<file path="src/rtl/spi_pkg.sv">
// Shared types and mode constants for the clk-domain SPI slave.
package spi_pkg;

    typedef enum logic [1:0] {
        ST_IDLE,
        ST_LOAD,
        ST_SHIFT
    } spi_slave_state_t;

    localparam int CPOL_LOW   = 0;
    localparam int CPOL_HIGH  = 1;
    localparam int CPHA_LEAD  = 0;
    localparam int CPHA_TRAIL = 1;

endpackage

</file>
<file path="src/rtl/sync_ff.sv">
// Multi-flop synchronizer for one asynchronous input bit.
module sync_ff #(
    parameter int   STAGES  = 2,
    parameter logic RST_VAL = 1'b0
) (
    input  logic clk,
    input  logic rst_n,
    input  logic d,
    output logic q
);

    logic [STAGES-1:0] chain;

    always_ff @(posedge clk or negedge rst_n) begin
        if (!rst_n) chain <= {STAGES{RST_VAL}};
        else        chain <= {chain[STAGES-2:0], d};
    end

    assign q = chain[STAGES-1];

endmodule

</file>
<file path="src/rtl/spi_slave_sync.sv">
// SPI slave with every pin oversampled on clk; one holding register feeds
// the TX shifter so words can stream back-to-back inside one CS_L frame.
module spi_slave_sync
    import spi_pkg::*;
#(
    parameter int WIDTH       = 8,
    parameter int CPOL        = 0,
    parameter int CPHA        = 0,
    parameter int MSB_FIRST   = 1,
    parameter int SYNC_STAGES = 2
) (
    input  logic             clk,
    input  logic             rst_n,
    input  logic             CS_L,
    input  logic             SCLK,
    input  logic             MOSI,
    output logic             MISO,
    output logic             miso_oe,
    input  logic [WIDTH-1:0] tx_data,
    input  logic             tx_valid,
    output logic             tx_ready,
    output logic [WIDTH-1:0] rx_data,
    output logic             rx_valid,
    output logic             tx_underrun,
    output logic             frame_err
);

    localparam int   CW        = $clog2(WIDTH + 1);
    localparam logic SCLK_IDLE = (CPOL == CPOL_HIGH);

    spi_slave_state_t state;

    logic cs_s, sclk_s, mosi_s;
    logic cs_d, sclk_d;
    logic [SYNC_STAGES-1:0] flush;
    logic armed;

    logic [WIDTH-1:0] hold;
    logic             hold_full;
    logic [WIDTH-1:0] tx_sr;
    logic [WIDTH-1:0] rx_sr;
    logic [CW-1:0]    cnt;
    logic             loaded;
    logic             pend;

    logic rise, fall, lead, trail, sample, shift;
    logic cs_fall, cs_rise, xfer, last, tx_bit;
    logic [WIDTH-1:0] rx_next, tx_next;

    sync_ff #(.STAGES(SYNC_STAGES), .RST_VAL(1'b1)) u_sync_cs (
        .clk(clk), .rst_n(rst_n), .d(CS_L), .q(cs_s)
    );
    sync_ff #(.STAGES(SYNC_STAGES), .RST_VAL(SCLK_IDLE)) u_sync_sclk (
        .clk(clk), .rst_n(rst_n), .d(SCLK), .q(sclk_s)
    );
    sync_ff #(.STAGES(SYNC_STAGES), .RST_VAL(1'b0)) u_sync_mosi (
        .clk(clk), .rst_n(rst_n), .d(MOSI), .q(mosi_s)
    );

    assign rise    = sclk_s & ~sclk_d;
    assign fall    = ~sclk_s & sclk_d;
    assign lead    = (CPOL == CPOL_LOW) ? rise : fall;
    assign trail   = (CPOL == CPOL_HIGH) ? rise : fall;
    assign sample  = (CPHA == CPHA_LEAD) ? lead : trail;
    assign shift   = (CPHA == CPHA_TRAIL) ? lead : trail;
    assign cs_fall = cs_d & ~cs_s;
    assign cs_rise = ~cs_d & cs_s;

    assign xfer    = tx_valid & ~hold_full;
    assign last    = (cnt == CW'(WIDTH - 1));
    assign rx_next = (MSB_FIRST != 0) ? {rx_sr[WIDTH-2:0], mosi_s}
                                      : {mosi_s, rx_sr[WIDTH-1:1]};
    assign tx_next = (MSB_FIRST != 0) ? {tx_sr[WIDTH-2:0], 1'b0}
                                      : {1'b0, tx_sr[WIDTH-1:1]};
    assign tx_bit  = (MSB_FIRST != 0) ? tx_sr[WIDTH-1] : tx_sr[0];

    assign tx_ready = ~hold_full;
    assign miso_oe  = ~cs_s;
    assign MISO     = miso_oe & tx_bit;

    always_ff @(posedge clk or negedge rst_n) begin
        if (!rst_n) begin
            state       <= ST_IDLE;
            cs_d        <= 1'b1;
            sclk_d      <= SCLK_IDLE;
            flush       <= '0;
            armed       <= 1'b0;
            hold        <= '0;
            hold_full   <= 1'b0;
            tx_sr       <= '0;
            rx_sr       <= '0;
            cnt         <= '0;
            loaded      <= 1'b0;
            pend        <= 1'b0;
            rx_data     <= '0;
            rx_valid    <= 1'b0;
            tx_underrun <= 1'b0;
            frame_err   <= 1'b0;
        end else begin
            cs_d        <= cs_s;
            sclk_d      <= sclk_s;
            flush       <= {flush[SYNC_STAGES-2:0], 1'b1};
            rx_valid    <= 1'b0;
            tx_underrun <= 1'b0;
            frame_err   <= 1'b0;
            // a CS_L held low through reset must go high before it can frame
            if (flush[SYNC_STAGES-1] && cs_s) armed <= 1'b1;
            if (xfer) begin
                hold      <= tx_data;
                hold_full <= 1'b1;
            end
            unique case (state)
                ST_IDLE: begin
                    if (cs_fall && armed) state <= ST_LOAD;
                end
                ST_LOAD: begin
                    if (cs_rise) begin
                        state  <= ST_IDLE;
                        tx_sr  <= '0;
                        loaded <= 1'b0;
                        pend   <= 1'b0;
                    end else begin
                        state <= ST_SHIFT;
                        cnt   <= '0;
                        rx_sr <= '0;
                        if (hold_full) begin
                            tx_sr     <= hold;
                            hold_full <= 1'b0;
                            loaded    <= 1'b1;
                            pend      <= 1'b0;
                        end else if (xfer) begin
                            tx_sr     <= tx_data;
                            hold_full <= 1'b0;
                            loaded    <= 1'b1;
                            pend      <= 1'b0;
                        end else begin
                            tx_sr  <= '0;
                            loaded <= 1'b0;
                            pend   <= 1'b1;
                        end
                    end
                end
                ST_SHIFT: begin
                    if (cs_rise) begin
                        state     <= ST_IDLE;
                        frame_err <= (cnt != '0);
                        cnt       <= '0;
                        rx_sr     <= '0;
                        tx_sr     <= '0;
                        loaded    <= 1'b0;
                        pend      <= 1'b0;
                        // an untouched word loaded at frame end goes back
                        if (cnt == '0 && loaded && !hold_full && !xfer) begin
                            hold      <= tx_sr;
                            hold_full <= 1'b1;
                        end
                    end else begin
                        // underrun is reported only once the word really starts
                        if (sample) begin
                            rx_sr <= rx_next;
                            cnt   <= cnt + CW'(1);
                            if (cnt == '0) begin
                                tx_underrun <= pend;
                                pend        <= 1'b0;
                            end
                            if (last) begin
                                rx_data  <= rx_next;
                                rx_valid <= 1'b1;
                                state    <= ST_LOAD;
                            end
                        end
                        if (shift && cnt != '0) tx_sr <= tx_next;
                    end
                end
                default: state <= ST_IDLE;
            endcase
        end
    end

endmodule
</file>
<file path="config.mk">
export PLATFORM = sky130hd
export DESIGN_NAME = spi_slave_sync
export DESIGN_NICKNAME = d
export VERILOG_FILES = /design/src/rtl/spi_pkg.sv /design/src/rtl/sync_ff.sv /design/src/rtl/spi_slave_sync.sv
export SDC_FILE = /design/constraint.sdc
export NUM_CORES = 1
export LEC_CHECK = 0
export BUFFER_PORTS_ARGS = -buffer_cell sky130_fd_sc_hd__buf_2
export CAP_MARGIN = 5
export CORE_ASPECT_RATIO = 1.25
export CORE_MARGIN = 1.5
export CORE_UTILIZATION = 38
export DETAILED_ROUTE_END_ITERATION = 12
export SLEW_MARGIN = 20
export SYNTH_ARGS = -nofsm -noshare
export SYNTH_HDL_FRONTEND = slang
export SYNTH_SLANG_ARGS = --single-unit
</file>
<file path="constraint.sdc">
create_clock -name clk -period 2.3 [get_ports clk]
set_clock_uncertainty 0.05 [all_clocks]
set_input_delay 0.23 -clock clk [delete_from_list [all_inputs] [get_ports clk]]
set_output_delay 0.23 -clock clk [all_outputs]
set_load 0.01 [all_outputs]
</file>
== After elaboration in Yosys (flattened, before gate mapping) ==
Cells that the tools add are included.
Operators by class
  add/sub/neg operators: 1
  equal/unequal tests: 10
  mux-type cells: 53
  bitwise logic cells: 12
  reduce and logical (&&, ||, !) cells: 18
Operators with widths (number)
  $mux 8: 9
  $mux 1: 26
  $mux 7: 3
  $pmux 8 s2: 1
  $pmux 7 s2: 1
  $mux 4: 3
  $ne 3x3->1 const B: 4
  $mux 2: 5
  $reduce_and 3->1: 3
  $pmux 4 s2: 1
  $and 1x1->1: 6
  $logic_and 1x1->1: 6
  $ne 2x2->1 const B: 3
  $not 1->1: 6
  $pmux 1 s2: 3
  $pmux 2 s3: 1
  $add 4x1->4 const B: 1
  $eq 4x3->1 const B: 1
  $logic_not 4->1: 1
  $reduce_and 2->1: 2
  $reduce_and 4->1: 1
  $reduce_bool 4->1: 1
  $eq 2x1->1 const B: 1
  $eq 2x2->1 const B: 1
  3 further kinds: 4
Word-level totals
  flip-flop bits (word level): 54
  bits of input ports: 14
  logic and storage cells: 113

== Depth between registers and ports, before layout ==
Gate-level depths: netlist (run 1).
  word-level depth: 7
  depth in mapped cells: 7
  depth with buffers taken out: 6

== By module ==
Synthesis (run 1) repeated with hierarchy kept, for this count alone.
Second synthesis, totals
  cells, all modules: 208
  area, all modules: 2463.6 um^2
Modules (own cells, without submodules)
  spi_slave_sync: instances 1, cells an instance 202, area each 2311.0 um^2
  sync_ff at u_sync_mosi ...: instances 2, cells an instance 2, area each 50.0 um^2
  sync_ff at u_sync_cs: instances 1, cells an instance 2, area each 52.6 um^2

== Least setup slack after synthesis (run 1) ==
No wires, ideal clock.
  path type: register to register
  from: register cs_d
  to: register rx_data[0]
  setup time: 0.125 ns
  arrival: 1.658 ns
  path slack: 0.467 ns
  stages on the path, launching flop included: 6
  path buffers: 2
  period minus slack after synthesis: 1.833 ns
  path through: dfstp_2 -> nor2b_4 -> buf_6 -> or4b_4 -> buf_6 -> mux2_4
On the way
  cells in the longest elaborated chain, start to end: 4
RTL lines
  from (decl): line spi_slave_sync.sv:34  | logic cs_d, sclk_d;
  from (signal assigned): line spi_slave_sync.sv:100  | cs_d <= cs_s;
  $not 1->1: line spi_slave_sync.sv:67  | assign cs_rise = ~cs_d & cs_s;
  $and 1x1->1: line spi_slave_sync.sv:67
  $not 1->1 (no line)
  $reduce_and 4->1 (no line)
  to (signal assigned): line spi_slave_sync.sv:167  | rx_data <= rx_next;
  to (decl): line spi_slave_sync.sv:22  | output logic [WIDTH-1:0] rx_data,
No other way between the ends.
A chain may end at the register's enable or synchronous reset.

== Worst setup path after layout (run 1) ==
  from: register cnt[1]
  to: register tx_sr[2]
On the way
  cells in the longest elaborated chain, start to end: 4
RTL lines
  from (decl): line spi_slave_sync.sv:42  | logic [CW-1:0] cnt;
  from (signal assigned): line spi_slave_sync.sv:161  | cnt <= cnt + CW'(1);
  $reduce_bool 4->1: line spi_slave_sync.sv:172  | if (shift && cnt != '0) tx_sr <= tx_next;
  $logic_and 1x1->1: line spi_slave_sync.sv:172
  $ne 3x3->1 (no line)
  $reduce_and 2->1 (no line)
  to (signal assigned): line spi_slave_sync.sv:127  | tx_sr <= hold;
  to (signal assigned): line spi_slave_sync.sv:132  | tx_sr <= tx_data;
  to (signal assigned): line spi_slave_sync.sv:172
  to (decl): line spi_slave_sync.sv:40  | logic [WIDTH-1:0] tx_sr;
No other way between the ends.

==> results of run 1 <==
worst reg2reg max path, cell delays in order, from the launching register on:
cell and delay, ns:
dfrtp_1 0.42, inv_1 0.09, ha_1 0.14, nor3b_1 0.48, nor3b_1 0.11, o22a_1 0.33
mux2_2 0.33
placed cells by master, fill, tap and decap left out, types with 2 or more instances in the layout:
master / netlist / final
ha_1: 6 / 6
nor2_1: 12 / 12
and3_1: 2 / 2
buf_12: 0 / 2
mux2_4: 8 / 8
clkbuf_8: 0 / 5
o2bb2ai_1: 3 / 3
buf_4: 0 / 5
mux2i_1: 8 / 8
nand2b_1: 2 / 2
dlygate4sd3_1: 0 / 4
o22ai_1: 4 / 4
a221oi_1: 7 / 7
nand3b_1: 2 / 2
inv_1: 10 / 10
nor2b_1: 8 / 8
dfrtp_1: 51 / 51
mux2_2: 9 / 9
dfstp_2: 3 / 3
o21ai_0: 4 / 4
a211oi_1: 2 / 2
buf_2: 3 / 27
nand2_1: 6 / 6
nor3_1: 8 / 8
nor3b_1: 3 / 3
a22o_1: 8 / 8
a21oi_1: 9 / 9
cell type report:
class | count | area (um2)
multi-input cells | 128 | 998
clock buffers | 5 | 68.8
fillers | 574 | 3360
well taps | 85 | 106
inverters | 10 | 37.5
repair buffers | 38 | 253
flip-flops and latches | 54 | 1360
clock inverters | 3 | 28.8
where the power goes:
group	internal, mW	switching (mW)
registers	1.14	0.117
logic	0.476	0.497
clock network	0.228	0.340
total	1.85	0.954
metal layers:
metal  part of all wire (%)  vias up  routed length [um]  global-route usage (%)
met2                     50       24                2260                    23.3
met1                     46      784                2080                    17.7
met5                      0        -                   0                       0
li1                       -      794                   -                       -
met3                    2.6        6                 117                    3.16
met4                    1.1        0                  51                    4.09
worst max path at each step:
stage / from / endpoint / slack [ns] / cells past startpoint
after floorplan: cs_d / rx_data[0] / 0.47 / 5
final: cnt[1] / tx_sr[2] / 0.25 / 6
after global placement: cnt[0] / tx_sr[5] / 0.31 / 6
after detailed placement: cnt[0] / tx_sr[2] / 0.25 / 6
after global routing: cnt[0] / tx_sr[7] / 0.16 / 6
after CTS: cnt[0] / tx_sr[2] / 0.22 / 6
stage by stage:
step	power (mW)	setup WS [ns]	hold WS [ns]	util (%)
after global routing	3.01	0.158	0.177	45.9
final	2.80	0.249	0.179	45.9
after floorplan	2.00	0.467	-0.116	-
after CTS	2.85	0.216	0.172	45.9
after detailed placement	2.26	0.254	0.202	43.7
after global placement	2.23	0.312	0.201	43.7
timing repair:
action / in CTS / in global routing
endpoints found under the setup margin: 0 / 0
hold endpoints to repair: 54 / 0
hold buffers: 4 / 0
logic make-up after synthesis:
group	synth area share, %
mux	12.3
buf+inv	4.27
simple gates	11.7
other cells	0.153
flops	55.1
xor+xnor	0.713
compound gates	12.7
fa+ha+maj	3.05
state kept, by name, indices dropped and copies added, names as in the netlist, 2 cells and up:
name,flops
flush,2
state,2
rx_data,8
cnt,4
tx_sr,8
hold,8
u_sync_sclk.chain,2
rx_sr,7
u_sync_mosi.chain,2
u_sync_cs.chain,2
==> impl_metrics.json, run 1 <==
{
  "outcome": "finished clean",
  "clk_path_buf_depth": 2,
  "syn_area_um2": 2460,
  "clkSlewWorstSetupHoldPaths_ns": 0.11,
  "antenna_left": 0,
  "synth_edf_count": 0,
  "pin_count": 28,
  "ys_top_cells_by_count": "51 x dfrtp_1, 12 x nor2_1, 10 x inv_1",
  "rrSetupSlack_ns": 0.25,
  "tightest_slew_ns": 0.786,
  "synth_ff_type": "dfrtp_1",
  "crit_path_end_kind": "flop",
  "placed_cells": 311,
  "cts_buffers": 5,
  "cp-start-kind": "flop",
  "postSynthCellCount": 205,
  "instances_no_fill": 323,
  "place_congestion": 0.813,
  "gr-usage-all-layers_pct": 13.9,
  "clock.fmax_mhz": 488,
  "dieWidth_um": 74.9,
  "setup_violations": 0,
  "grt_first_pass_wirelength_mm": 7.51,
  "diodes": 0,
  "synth_cell_types": 42,
  "arrival_ns": 2.20,
  "synth_top_area_share_pct": 51.9,
  "grt_pass1_vias": 1625,
  "die_h_um": 92.9,
  "slowest_stage": "nor3b_1",
  "holdPathStages": 3,
  "start_util_pct": 39.6,
  "htree_levels": 2,
  "grt_max_degree": 55,
  "drt-initial-drc-count": 48,
  "cap_violations": 0,
  "pwr_density_cell_nw_per_um2": 985,
  "cp_num_buf_inv": 1,
  "hold_violations": 0,
  "layout_min_cycle_time_ns": 2.05,
  "rows": 32,
  "cts_tree": "yes",
  "synth_nets": 225,
  "port-buffer-count": 27,
  "critPathKind": "flop to flop",
  "rsz0062_at_grt": "false",
  "worst_ir_drop_vdd_mv": 0.410,
  "routed_wirelength_mm": 4.51,
  "clkLatencyLatePin_ns": 0.31,
  "antenna_found_initial": 0,
  "slowest_delay_ns": 0.48,
  "max-slew-margin-rel_pct": 47.6,
  "fin_nets": 257,
  "async_reset_ff_share_pct": 100,
  "hold_end": "hold[3]",
  "yosysMostFrequentCell": "dfrtp_1",
  "grt_overflow": 0,
  "r2r_end": "tx_sr[2]",
  "placed_area_um2": 2710,
  "r2r_start": "cnt[1]",
  "dpl.hpwl_mm": 3.00,
  "postLayoutCellArea_um2": 2850,
  "hold_path_class": "primary input to flop",
  "synth.largest_area_cell": "dfrtp_1",
  "synth.area.top_cells": "dfrtp_1 52%, mux2_4 4.9%, mux2_2 4.1%",
  "drtPass1Iterations": 4,
  "ys_warn_count": 0,
  "yosysSeqAreaShare_pct": 55.1,
  "cpLargestDelayFamily": "simple AND/OR/NAND/NOR gates",
  "fin_setup_tns_ns": 0,
  "postSynthAreaPerCell_um2": 12.0,
  "finalCritPeriodShare_pct": 89.2,
  "cts-resized-gates": 0,
  "area_delta_synth_final_pct": 15.8,
  "routedWlPerCell_um": 14.0,
  "drive_gt1_share_pct": 26.9,
  "dieArea_um2": 6960,
  "clock_sinks": 54,
  "route.detailed.drc": 0,
  "cts_setup_buffers": 0,
  "r2r_cells": 6,
  "synth-seq-cells": 54,
  "crit_required_ns": 2.45,
  "drv_slew": 0,
  "crit_path_frequent_cell": "nor3b_1",
  "viasPerCell": 4.98,
  "min-delay-start": "tx_data[3]",
  "cts_root_buf": "clkbuf_8",
  "cellLeakagePower_nw": 1.36,
  "core-area_um2": 6210,
  "crit_chain": "inv_1 -> ha_1 -> nor3b_1 -> nor3b_1 -> o22a_1 -> mux2_2",
  "vias": 1608,
  "crit_fanout": 8
}
(Power assumes the default switching activity.)
==> inputs of run 2 (changes only) <==
PLACE_DENSITY = 0.68   (was unset)
==> run 2 against run 1 <==
  * Worst hold slack improved by 0.0020 ns
  * Final cell count did not move
  * Via count fell by 0.68%
  * Clock power decreased by 7.6%
  * Critical endpoint is now cnt[0]
==> impl_metrics.json, run 2 (synthesis results as in run 1) <==
{
  "cts_buffers": 5,
  "drv_slew": 0,
  "clkLatencyLatePin_ns": 0.30,
  "place_congestion": 0.806,
  "diodes": 0,
  "r2r_cells": 4,
  "viasPerCell": 4.94,
  "r2r_end": "cnt[0]",
  "placed_cells": 311,
  "tightest_slew_ns": 0.805,
  "p_seq_share_pct": 47.2,
  "hold_path_class": "primary input to flop",
  "instances_no_fill": 323,
  "clk_path_buf_depth": 2,
  "postLayoutCellArea_um2": 2830,
  "drtPass1Iterations": 4,
  "dp_worst_setup_slack_ns": 0.324,
  "arrival_ns": 2.12,
  "rows": 32,
  "fin_setup_tns_ns": 0,
  "outcome": "finished clean",
  "die_h_um": 92.9,
  "antenna_found_initial": 0,
  "grt_overflow": 0,
  "final_cell_mix": "51 x dfrtp_1, 27 x buf_2, 12 x nor2_1",
  "whs_ns": 0.181,
  "cp-start-kind": "flop",
  "rrSetupSlack_ns": 0.32,
  "pwr_density_cell_nw_per_um2": 969,
  "area_delta_synth_final_pct": 15.0,
  "start_util_pct": 39.6,
  "pin_count": 28,
  "dieArea_um2": 6960,
  "antenna_left": 0,
  "p_clk_share_pct": 19.2,
  "hold_violations": 0,
  "max-slew-margin-rel_pct": 46.4,
  "route.detailed.drc": 0,
  "min-delay-start": "tx_data[4]",
  "crit_path_end_kind": "flop",
  "gr-usage-all-layers_pct": 13.4,
  "worst_ir_drop_vdd_mv": 0.403,
  "fin_util_pct": 45.6,
  "total_power_mw": 2.74,
  "crit_fanout": 9,
  "core-area_um2": 6210,
  "placed_area_um2": 2700,
  "p_sw_mw": 0.885,
  "critPathKind": "flop to flop",
  "hold_end": "hold[4]",
  "cts_tree": "yes",
  "grt_max_degree": 48,
  "dpl.hpwl_mm": 2.97,
  "port-buffer-count": 27,
  "crit_required_ns": 2.44,
  "reg_top3": "hold: 8 flops, rx_data: 8 flops, tx_sr: 8 flops",
  "cellLeakagePower_nw": 1.35,
  "grt_pass1_vias": 1575,
  "drt-initial-drc-count": 48,
  "finalCritPeriodShare_pct": 85.9,
  "fin_nets": 257,
  "drive_gt1_share_pct": 26.1,
  "routed_wirelength_mm": 4.32,
  "p_int_mw": 1.85,
  "cts_root_buf": "clkbuf_8",
  "layout_min_cycle_time_ns": 1.98,
  "dieWidth_um": 74.9,
  "rsz0062_at_grt": "false",
  "cts-resized-gates": 0,
  "vias": 1597,
  "cap_violations": 0,
  "htree_levels": 2,
  "clock.fmax_mhz": 506,
  "r2r_start": "u_sync_cs.chain[1]",
  "combPwrFrac_pct": 33.6,
  "cts_setup_buffers": 0,
  "worst_slack_ns": 0.324,
  "clock_sinks": 54,
  "holdPathStages": 3,
  "clkSlewWorstSetupHoldPaths_ns": 0.09,
  "grt_first_pass_wirelength_mm": 7.18,
  "setup_violations": 0,
  "swShare_pct": 32.3,
  "ctsHoldBuffers": 4,
  "routedWlPerCell_um": 13.4,
  "layout_commonest_cell": "dfrtp_1"
}
run 2: changes by cell type in the layout (fill, tap and decap cells not counted):
| cell | change |
|---|---|
| clkinv_4 | -1 |
| buf_12 | -1 |
| clkbuf_1 | +2 |
| buf_4 | +1 |
| inv_8 | -1 |
| inv_6 | -1 |
| clkbuf_8 | +1 |
run 2: layer usage:
layer  track usage (%)  vias to the layer above  part of all wire (%)
met5                 0                        -                     0
met2              21.8                       25                    47
met1              17.3                      775                    48
li1                  -                      791                     -
met3              3.26                        6                   3.3
met4              4.55                        0                   1.6
run 2: area by class of cell:
type	count	area (um2)
fill	590	3380
sequential	54	1360
multi-input combinational	128	998
timing repair buffer	38	240
tap	85	106
clock buffer	8	90.1
inverter	10	37.5
run 2: worst max-delay path by stage:
stage,endpoint,startpoint,cells past startpoint,slack (ns)
global route,cnt[0],u_sync_cs.chain[1],4,0.21
finish,cnt[0],u_sync_cs.chain[1],4,0.32
floorplan,rx_data[0],cs_d,5,0.47
CTS,cnt[0],u_sync_cs.chain[1],4,0.32
detailed placement,cnt[0],u_sync_cs.chain[1],4,0.32
global placement,tx_sr[5],u_sync_cs.chain[1],4,0.38
run 2: power groups by stage:
stage	registers, mW	clock network (mW)	logic [mW]
2_1_floorplan	1.26	0	0.743
3_3_place_gp	1.30	0	0.900
3_5_place_dp	1.31	0	0.923
4_1_cts	1.29	0.550	0.930
5_1_grt	1.32	0.582	1.04
6_report	1.29	0.525	0.920
run 2: critical path: stages, from the launching register on:
cell,delay [ns]
dfstp_2,0.58
or2b_1,0.26
nand2_1,0.19
o221ai_1,0.38
mux2_2,0.41
